**config.mk**
```make
export PLATFORM = sky130hd
export DESIGN_NAME = fine_data_encoder
export DESIGN_NICKNAME = d
export VERILOG_FILES = /design/src/rtl/fpmroc_tdc_pkg.sv /design/src/rtl/fine_group_enc.sv /design/src/rtl/fine_data_encoder.sv
export SDC_FILE = /design/constraint.sdc
export NUM_CORES = 1
export LEC_CHECK = 0
export BUFFER_PORTS_ARGS = -buffer_cell sky130_fd_sc_hd__buf_2
export CORE_UTILIZATION = 53
export CTS_BUF_LIST = sky130_fd_sc_hd__clkbuf_8
export DETAILED_ROUTE_END_ITERATION = 8
export GPL_ROUTABILITY_DRIVEN = 1
export PLACE_DENSITY = 0.81
export SYNTH_ARGS = -nofsm -noshare
export SYNTH_HDL_FRONTEND = slang
export SYNTH_HIERARCHICAL = 1
export SYNTH_SLANG_ARGS = --single-unit
```
**constraint.sdc**
```tcl
create_clock -name clk40M -period 0.8 [get_ports clk40M]
set_input_delay 0.24 -clock clk40M [delete_from_list [all_inputs] [get_ports clk40M]]
set_output_delay 0.24 -clock clk40M [all_outputs]
set_load 0.005 [all_outputs]
```
**src/rtl/fpmroc_tdc_pkg.sv**
```systemverilog
// Shared constants and types for the FPMROC TDC fine-time path.
// The 55-stage ring snapshot is encoded as 11 groups of 5 stages.
package fpmroc_tdc_pkg;

  localparam int FINE_W     = 55;
  localparam int FINE_GRP   = 11;
  localparam int GRP_W      = 5;
  localparam int FINE_BIN_W = 7;
  localparam int FINE_MAX   = 109;
  localparam int GRP_OFF_W  = 3;

  typedef struct packed {
    logic [FINE_BIN_W-1:0] code;
    logic                  err;
  } fine_result_t;

endpackage

```
**src/rtl/fine_group_enc.sv**
```systemverilog
// Transition detector for one 5-stage group of the ring snapshot.
// Bit 0 of the group is compared against the MSB of the group below it.
module fine_group_enc
  import fpmroc_tdc_pkg::*;
(
  input  logic [GRP_W-1:0]     grp,
  input  logic                 prev_msb,
  output logic                 trans,
  output logic                 multi,
  output logic [GRP_OFF_W-1:0] offset
);

  logic [GRP_W-1:0] diff;

  // diff[i] set means stage i differs from the stage just below it.
  assign diff  = grp ^ {grp[GRP_W-2:0], prev_msb};
  assign trans = |diff;
  assign multi = |(diff & (diff - GRP_W'(1)));

  // NOTE: every always_comb output gets a default before any conditional
  // update, otherwise synthesis infers a latch for the unassigned paths.
  always_comb begin
    offset = '0;
    for (int i = GRP_W - 1; i >= 0; i--) begin
      if (diff[i]) offset = GRP_OFF_W'(i);
    end
  end

endmodule

```
**src/rtl/fine_data_encoder.sv**
```systemverilog
// Fine-time encoder: 55-bit ring snapshot -> registered 7-bit code 0..109
// plus a bubble/invalid flag. One cycle latency, one code per cycle.
module fine_data_encoder
  import fpmroc_tdc_pkg::*;
(
  input  logic                  clk40M,
  input  logic                  rst_n,
  input  logic [FINE_W-1:0]     fine_raw_code,
  output logic [FINE_BIN_W-1:0] fine_bin_code,
  output logic                  fine_code_err
);

  logic [FINE_GRP-1:0]  prev_msb;
  logic [FINE_GRP-1:0]  xor_res1;
  logic [FINE_GRP-1:0]  and_res1;
  logic [FINE_GRP-1:0]  xor_res2;
  logic [FINE_GRP-1:0]  grp_multi;
  logic [GRP_OFF_W-1:0] grp_off [FINE_GRP];

  logic                  v;
  logic [FINE_BIN_W-1:0] run_len;
  logic [FINE_BIN_W-1:0] pos;
  fine_result_t          res_d;
  fine_result_t          res_q;

  assign v = fine_raw_code[0];

  // Group 0 compares stage 0 with itself, so it never flags at bit 0.
  always_comb begin
    prev_msb    = '0;
    prev_msb[0] = fine_raw_code[0];
    for (int g = 1; g < FINE_GRP; g++) begin
      prev_msb[g] = fine_raw_code[g*GRP_W-1];
    end
  end

  for (genvar g = 0; g < FINE_GRP; g++) begin : g_grp
    fine_group_enc u_enc (
      .grp      (fine_raw_code[g*GRP_W +: GRP_W]),
      .prev_msb (prev_msb[g]),
      .trans    (xor_res1[g]),
      .multi    (grp_multi[g]),
      .offset   (grp_off[g])
    );
  end

  // Lowest flagged group wins; any other flagged group is a bubble.
  assign and_res1 = xor_res1 & (~xor_res1 + FINE_GRP'(1));
  assign xor_res2 = xor_res1 & ~and_res1;

  // pos is the index of the first stage that differs from stage 0, which
  // equals the run length p; with no transition the whole ring is one run.
  always_comb begin
    pos = '0;
    for (int g = 0; g < FINE_GRP; g++) begin
      if (and_res1[g]) begin
        pos = pos | (FINE_BIN_W'(g*GRP_W) + {{(FINE_BIN_W-GRP_OFF_W){1'b0}}, grp_off[g]});
      end
    end
    run_len    = (|xor_res1) ? pos : FINE_BIN_W'(FINE_W);
    res_d.code = v ? (run_len - FINE_BIN_W'(1)) : (run_len + FINE_BIN_W'(FINE_W - 1));
    res_d.err  = (|xor_res2) | (|grp_multi);
  end

  // NOTE: sequential state uses non-blocking assignments so every register
  // samples the pre-edge value regardless of process ordering.
  always_ff @(posedge clk40M or negedge rst_n) begin
    if (!rst_n) res_q <= '0;
    else        res_q <= res_d;
  end

  assign fine_bin_code = res_q.code;
  assign fine_code_err = res_q.err;

endmodule

```
==> Implementation_results.wiki, run 1 <==
{| class="wikitable"
! Metric !! Value
|-
| Post-placement setup slack || -2.16 ns
|-
| Worst End Pin Type || sequential cell input
|-
| Initial core utilization || 0.561
|-
| Endpoint with the least setup slack after the last repair || fine_bin_code[5]$_DFF_PN0_/D
|-
| TritonCTS Buffers || 3
|-
| Tot GR Track Use || 0.742
|-
| Maximum buffer depth of the clock tree || 2
|-
| Failing step || global routing
|-
| Fraction of synthesis flops using an asynchronous set or reset pin || 1.00
|-
| Pin count of the biggest net entering global routing || 23
|-
| Cell variety after synth || 56
|-
| Gp weighted congestion || around 0.94
|-
| Total clock sinks || 8
|-
| Total grt overflow || 53
|-
| Number of synthesized register bits || 8
|-
| Number of nets produced by synthesis || 562
|-
| Instance count of the mapped netlist || between 400 and 500
|-
| Floorplan die width || between 70 and 80 um
|-
| Outcome || stopped before the end
|-
| Sequential-to-total area share from yosys stat || 0.0636
|-
| Clock Root Buffer || sky130_fd_sc_hd__clkbuf_8
|-
| Netlist Area Pre-Place || between 3000 and 4000 um2
|-
| Number of enable flip-flop cells after synthesis || 0
|-
| Number of ports placed on the die boundary || 65
|-
| FP Rows || 27
|-
| Mean instance size in the synthesized netlist || about 6.4 um2
|-
| Most used flip-flop cell after synthesis || sky130_fd_sc_hd__dfrtp_1
|-
| Error Message || [ERROR GRT-0232] Routing congestion too high. Check the congestion heatmap in the GUI.
|-
| Synth warnings || 6
|-
| H-tree Lvls || 1
|-
| Number of port buffers || 64
|-
| Overall die height || between 70 and 80 um
|-
| Post-detailed-placement half-perimeter wirelength || 8360 um
|}
## layer usage
layer / global-route usage / overflow
met5: 0.127 / 0
met1: 0.698 / 0
met3: 0.536 / 0
met2: 0.936 / 26
met4: 0.895 / 27
## metrics by stage
step	hold slack [ns]	cells	instance area (um2)
2_1_floorplan	-0.0556	492	3220
3_3_place_gp	0.0779	728	4370
3_5_place_dp	0.0809	728	4370
4_1_cts	0.368	748	4830
## cells in the mapped netlist (3+ instances only)
| cell | n | area (um2) |
|---|---|---|
| sky130_fd_sc_hd__o211ai_1 | 4 | 30.0 |
| sky130_fd_sc_hd__dfrtp_1 | 8 | 200 |
| sky130_fd_sc_hd__o2bb2ai_1 | 11 | 96.3 |
| sky130_fd_sc_hd__clkbuf_1 | 5 | 18.8 |
| sky130_fd_sc_hd__nand2b_1 | 4 | 25.0 |
| sky130_fd_sc_hd__nand2_1 | 74 | 278 |
| sky130_fd_sc_hd__nor2_1 | 48 | 180 |
| sky130_fd_sc_hd__o31ai_1 | 22 | 165 |
| sky130_fd_sc_hd__a21oi_1 | 46 | 230 |
| sky130_fd_sc_hd__o22ai_1 | 13 | 81.3 |
| sky130_fd_sc_hd__nor2b_1 | 3 | 18.8 |
| sky130_fd_sc_hd__xor2_1 | 3 | 26.3 |
| sky130_fd_sc_hd__nor3_1 | 3 | 15.0 |
| sky130_fd_sc_hd__nand4_1 | 24 | 150 |
| sky130_fd_sc_hd__buf_2 | 15 | 75.1 |
| sky130_fd_sc_hd__inv_1 | 37 | 139 |
| sky130_fd_sc_hd__xnor2_1 | 4 | 35.0 |
| sky130_fd_sc_hd__ha_1 | 13 | 163 |
| sky130_fd_sc_hd__o21ai_0 | 27 | 135 |
| sky130_fd_sc_hd__o311ai_0 | 3 | 26.3 |
| sky130_fd_sc_hd__or2_1 | 22 | 138 |
| sky130_fd_sc_hd__buf_6 | 12 | 135 |
| sky130_fd_sc_hd__nor4_1 | 3 | 18.8 |
| sky130_fd_sc_hd__a41o_2 | 11 | 124 |
| sky130_fd_sc_hd__nand3_1 | 16 | 80.1 |
| sky130_fd_sc_hd__nor4_2 | 11 | 138 |
| sky130_fd_sc_hd__a21boi_1 | 11 | 82.6 |
## kinds of logic after synthesis
logic type	after synthesis	synth area share
and+or+nand+nor	223	0.373
xor gates and xnor gates	7	0.0195
buffers and inverters	69	0.117
AOI/OAI and AO/OA	169	0.366
adders and majority gates	15	0.0581
DFF	8	0.0636
muxes	1	0.00318
## repair_timing
item,CTS
gates resized for setup,68
pin swaps,29
setup endpoints to repair,16
gates cloned,0
buffers inserted,16
hold endpoints to repair,8
hold buffers,1
==> run 2, diff against run 1 <==
- CORE_UTILIZATION: 53 -> 40
- CTS_BUF_LIST: sky130_fd_sc_hd__clkbuf_8 -> default
- PLACE_DENSITY: 0.81 -> default
- PLACE_DENSITY_LB_ADDON: default -> 0.15
- clock period: 0.8 -> 1 ns (I/O delays scaled with it)
==> Implementation_results.wiki, run 2 <==
{| class="wikitable"
! Metric !! Value
|-
| Area inside the core boundary || between 7000 and 8000 um2
|-
| Tot GR Track Use || 0.237
|-
| Power share of the clock group || 0.144
|-
| Share of the clock period used by the worst path after layout || 2.58
|-
| Top routing layer used || met4
|-
| Proportion of layout cells with a drive suffix above 1 || 0.430
|-
| Antenna cell count || 0
|-
| Power share of the sequential group || 0.146
|-
| TritonCTS Buffers || 3 (unchanged)
|-
| Library cell with the largest summed area after synthesis || sky130_fd_sc_hd__nand2_1
|-
| Main combinational cell family by area after synthesis || simple AND/OR/NAND/NOR gates
|-
| Floorplan die width || 90.7 um (+15%)
|-
| Overall die height || 90.7 um (+15%)
|-
| Net switching component of the power || 0.000989 W
|-
| Mean instance size in the synthesized netlist || 6.40 um2 (unchanged)
|-
| Number of hold-slack violations in the final timing report || 0
|-
| Req. time, crit path || between 1 and 1.5 ns
|-
| Number of nets produced by synthesis || 562 (unchanged)
|-
| Detailed Route Iter0 Violations || between 200 and 250
|-
| Largest register FFs || 7
|-
| CP delay by family, top || simple AND/OR/NAND/NOR gates
|-
| Remaining DRCs || 0
|-
| Outcome || finished with violations
|-
| Worst min-delay path category || input port to asynchronous set/reset pin
|-
| Met2 wirelength from detailed routing || 5170 um
|-
| H-tree Lvls || 1 (unchanged)
|-
| Number of ports placed on the die boundary || 65 (unchanged)
|-
| Number of enable flip-flop cells after synthesis || 0 (unchanged)
|-
| Total of endpoints with negative setup slack in the final report || 9
|-
| Netlist Area Pre-Place || 3150 um2 (unchanged)
|-
| Total clock sinks || 8 (unchanged)
|-
| Number of antenna violations at the first check in global routing || 0
|-
| Slowest stage delay, CP || slightly below 0.3 ns
|-
| Gp weighted congestion || 0.939 (+0.12%)
|-
| Area of the die || roughly 8000 um2
|-
| Cell internal power dissipation || about 0.0015 W
|-
| Violated checks || negative setup slack
|-
| Met1 layer wirelength in the final routing || approximately 4300 um
|-
| Post-layout min period || 2.58 ns
|-
| Number of port buffers || 64 (unchanged)
|-
| Combined buffer and inverter count along the critical path || 2
|-
| Multiplexer fraction of the synthesized cell area || 0.00318 (unchanged)
|-
| Adder-cell share of the synthesized area || 0.0581 (unchanged)
|-
| Number of nets with antenna violations after detailed routing || 0
|-
| Initial core utilization || 0.425 (-0.136)
|-
| Final setup slack of the worst path || -1.58 ns
|-
| CP Data Arrival Time || around 2.7 ns
|-
| Synth warnings || 6 (unchanged)
|-
| Final std cells w/o fill || 780
|-
| Final net count || about 750
|-
| Reported leakage power || around 2.2 nW
|-
| Reported max-cap violation count || 0
|-
| Area share of the leading cell type in the synthesized netlist || 0.0883 (unchanged)
|-
| Critical Path Most Common Cell || sky130_fd_sc_hd__ha_4
|-
| Maximum buffer depth of the clock tree || 2 (unchanged)
|-
| Post-placement cell count || 758 (+4.1%)
|-
| Cell with the biggest individual delay on the critical path || sky130_fd_sc_hd__nor4_4
|-
| Synth Area in Simple Gates || 0.373 (unchanged)
|-
| Clock Root Buffer || sky130_fd_sc_hd__clkbuf_8
|-
| Largest cells by area after synthesis || sky130_fd_sc_hd__nand2_1, sky130_fd_sc_hd__a21oi_1, sky130_fd_sc_hd__dfrtp_1
|-
| Most used flip-flop cell after synthesis || sky130_fd_sc_hd__dfrtp_1
|-
| Headroom to the max-slew limit || 0.665
|-
| Clock-pin slew of the registers on the worst-case setup and hold paths || ~0.04 ns
|-
| Commonest cells in the synthesized netlist || sky130_fd_sc_hd__nand2_1, sky130_fd_sc_hd__nor2_1, sky130_fd_sc_hd__a21oi_1, sky130_fd_sc_hd__inv_1, sky130_fd_sc_hd__o21ai_0
|-
| Fillers || between 600 and 700
|-
| Number of synthesized register bits || 8 (unchanged)
|-
| CP endpoint kind || flip-flop
|-
| Routed met3 length || roughly 460 um
|-
| Final slew viol count || 0
|-
| Vias per inst || about 5.6
|-
| Routed via count || ~4.4k
|-
| Instance count of the mapped netlist || 492 (unchanged)
|-
| Crit path cell chain || buf_12 > nor4_4 > nand3_1 > o31ai_2 > inv_1 > ha_4 > nor3b_2 > a2111oi_2 > a311o_1 > and4_4 > ha_4 > and3_4 > o31ai_4 > xor2_1
|-
| Final routed wire length divided by cell count || between 10 and 15 um
|-
| Top achievable clock speed || about 390 MHz
|-
| Most common library cell in the layout ignoring fill and taps || sky130_fd_sc_hd__buf_4
|-
| Sequential cell area || about 200 um2
|-
| Number of global-route vias before repair || 4014
|-
| FP Rows || 31 (+15%)
|-
| Pin count of the biggest net entering global routing || 23
|-
| TritonCTS clock tree || done
|-
| Worst vdd rail ir drop || just over 0.4 mV
|-
| Total grt overflow || 0
|-
| Startpoint type of the worst setup path || input port
|-
| Path length in cells of the critical path || 14
|-
| Power density relative to cell area || between 400 and 500 nW/um2
|-
| Post-detailed-placement half-perimeter wirelength || 7810 um (-6.5%)
|-
| Global-route wire length before repair || 16900 um
|-
| Aggregate routed wire length || 10200 um
|-
| Number of detailed-route iterations in the first pass || 5
|-
| Setup_tns || -11.64 ns
|-
| RSZ-0062 raised after global routing || true
|-
| Most frequent cells in the layout || sky130_fd_sc_hd__buf_4, sky130_fd_sc_hd__nand2_1, sky130_fd_sc_hd__buf_2
|-
| Compound-gate portion of the synthesized area || 0.366 (unchanged)
|-
| XOR/XNOR share of the synthesized area || 0.0195 (unchanged)
|-
| Transition time at the pin with the least slew margin || approximately 0.50 ns
|-
| Relative contribution of combinational cells to total power || 0.709
|-
| Fraction of synthesis flops using an asynchronous set or reset pin || 1.00 (unchanged)
|-
| Net switching share of the total power || 0.395
|-
| Synth-to-layout area growth || 61.6%
|-
| Type of the worst setup path || input port to flip-flop
|-
| Sequential-to-total area share from yosys stat || 0.0636 (unchanged)
|-
| Area occupied by multi-input gates || just under 3000 um2
|-
| Library cell with the highest instance count after synthesis || sky130_fd_sc_hd__nand2_1
|-
| Cell variety after synth || 56 (unchanged)
|-
| Crit path max fanout || 7
|}
-- run 2: cell counts after synthesis --
Identical to the previous run, type by type.
-- run 2: cells by family after synthesis --
logic type | Yosys count
multiplexers | 1
AND/OR/NAND/NOR | 223
XOR/XNOR | 7
adder cells (fa/ha/maj) | 15
flip-flops | 8
AO/OA/AOI/OAI | 169
buffers and inverters | 69
-- run 2: timing repair --
| item | 4_1_cts | 5_1_grt |
|---|---|---|
| pin swaps | 33 | 13 |
| setup buffers | 17 | 2 |
| hold buffers | 1 | 0 |
| setup endpoints to repair | 10 | 14 |
| hold endpoints to repair | 8 | 0 |
| gates resized for setup | 68 | 40 |
-- run 2: power groups by stage --
stage / logic (W) / registers [W] / clock network (W)
final: 0.00178 / 0.000366 / 0.000362
after global routing: 0.00194 / 0.000370 / 0.000394
after CTS: 0.00166 / 0.000366 / 0.000369
after detailed placement: 0.00148 / 0.000370 / 0
after global placement: 0.00144 / 0.000370 / 0
after floorplan: 0.000746 / 0.000377 / 0
-- run 2: cell type report --
| class | instances | share of cell area |
|---|---|---|
| inverter | 37 | 0.0298 |
| sequential | 8 | 0.0394 |
| multi-input combinational | 415 | 0.577 |
| tap | 99 | 0.0244 |
| timing repair buffer | 218 | 0.322 |
| clock buffer | 3 | 0.00812 |
-- run 2: worst max-delay path by stage --
stage | from | end | slack, ns
CTS | fine_raw_code[17] | fine_bin_code[5]$_DFF_PN0_ | -1.54
global placement | fine_raw_code[18] | fine_bin_code[5]$_DFF_PN0_ | -1.92
finish | fine_raw_code[14] | fine_bin_code[5]$_DFF_PN0_ | -1.58
floorplan | fine_raw_code[1] | fine_bin_code[5]$_DFF_PN0_ | -1.84
global route | fine_raw_code[14] | fine_bin_code[5]$_DFF_PN0_ | -1.68
detailed placement | fine_raw_code[15] | fine_bin_code[5]$_DFF_PN0_ | -2.00
-- run 2: per-layer routing --
metal,GRT usage,up-vias
met5,0,-
met1,0.292,1988
met4,0.0551,0
met3,0.0152,27
met2,0.442,126
li1,-,2212
-- run 2: per-stage QoR --
stage               utilization  area (um2)  setup slack [ns]  total power (W)  hold WS, ns
floorplan                     -        3220             -1.84          0.00112      0.00441
global placement          0.601        4450             -1.92          0.00181        0.143
detailed placement        0.601        4450             -2.00          0.00185        0.146
CTS                       0.662        4900             -1.54          0.00239        0.451
global route              0.686        5080             -1.68          0.00270        0.494
finish                    0.686        5080             -1.58          0.00251        0.455
Note: power is estimated with default switching activity, not from simulation.
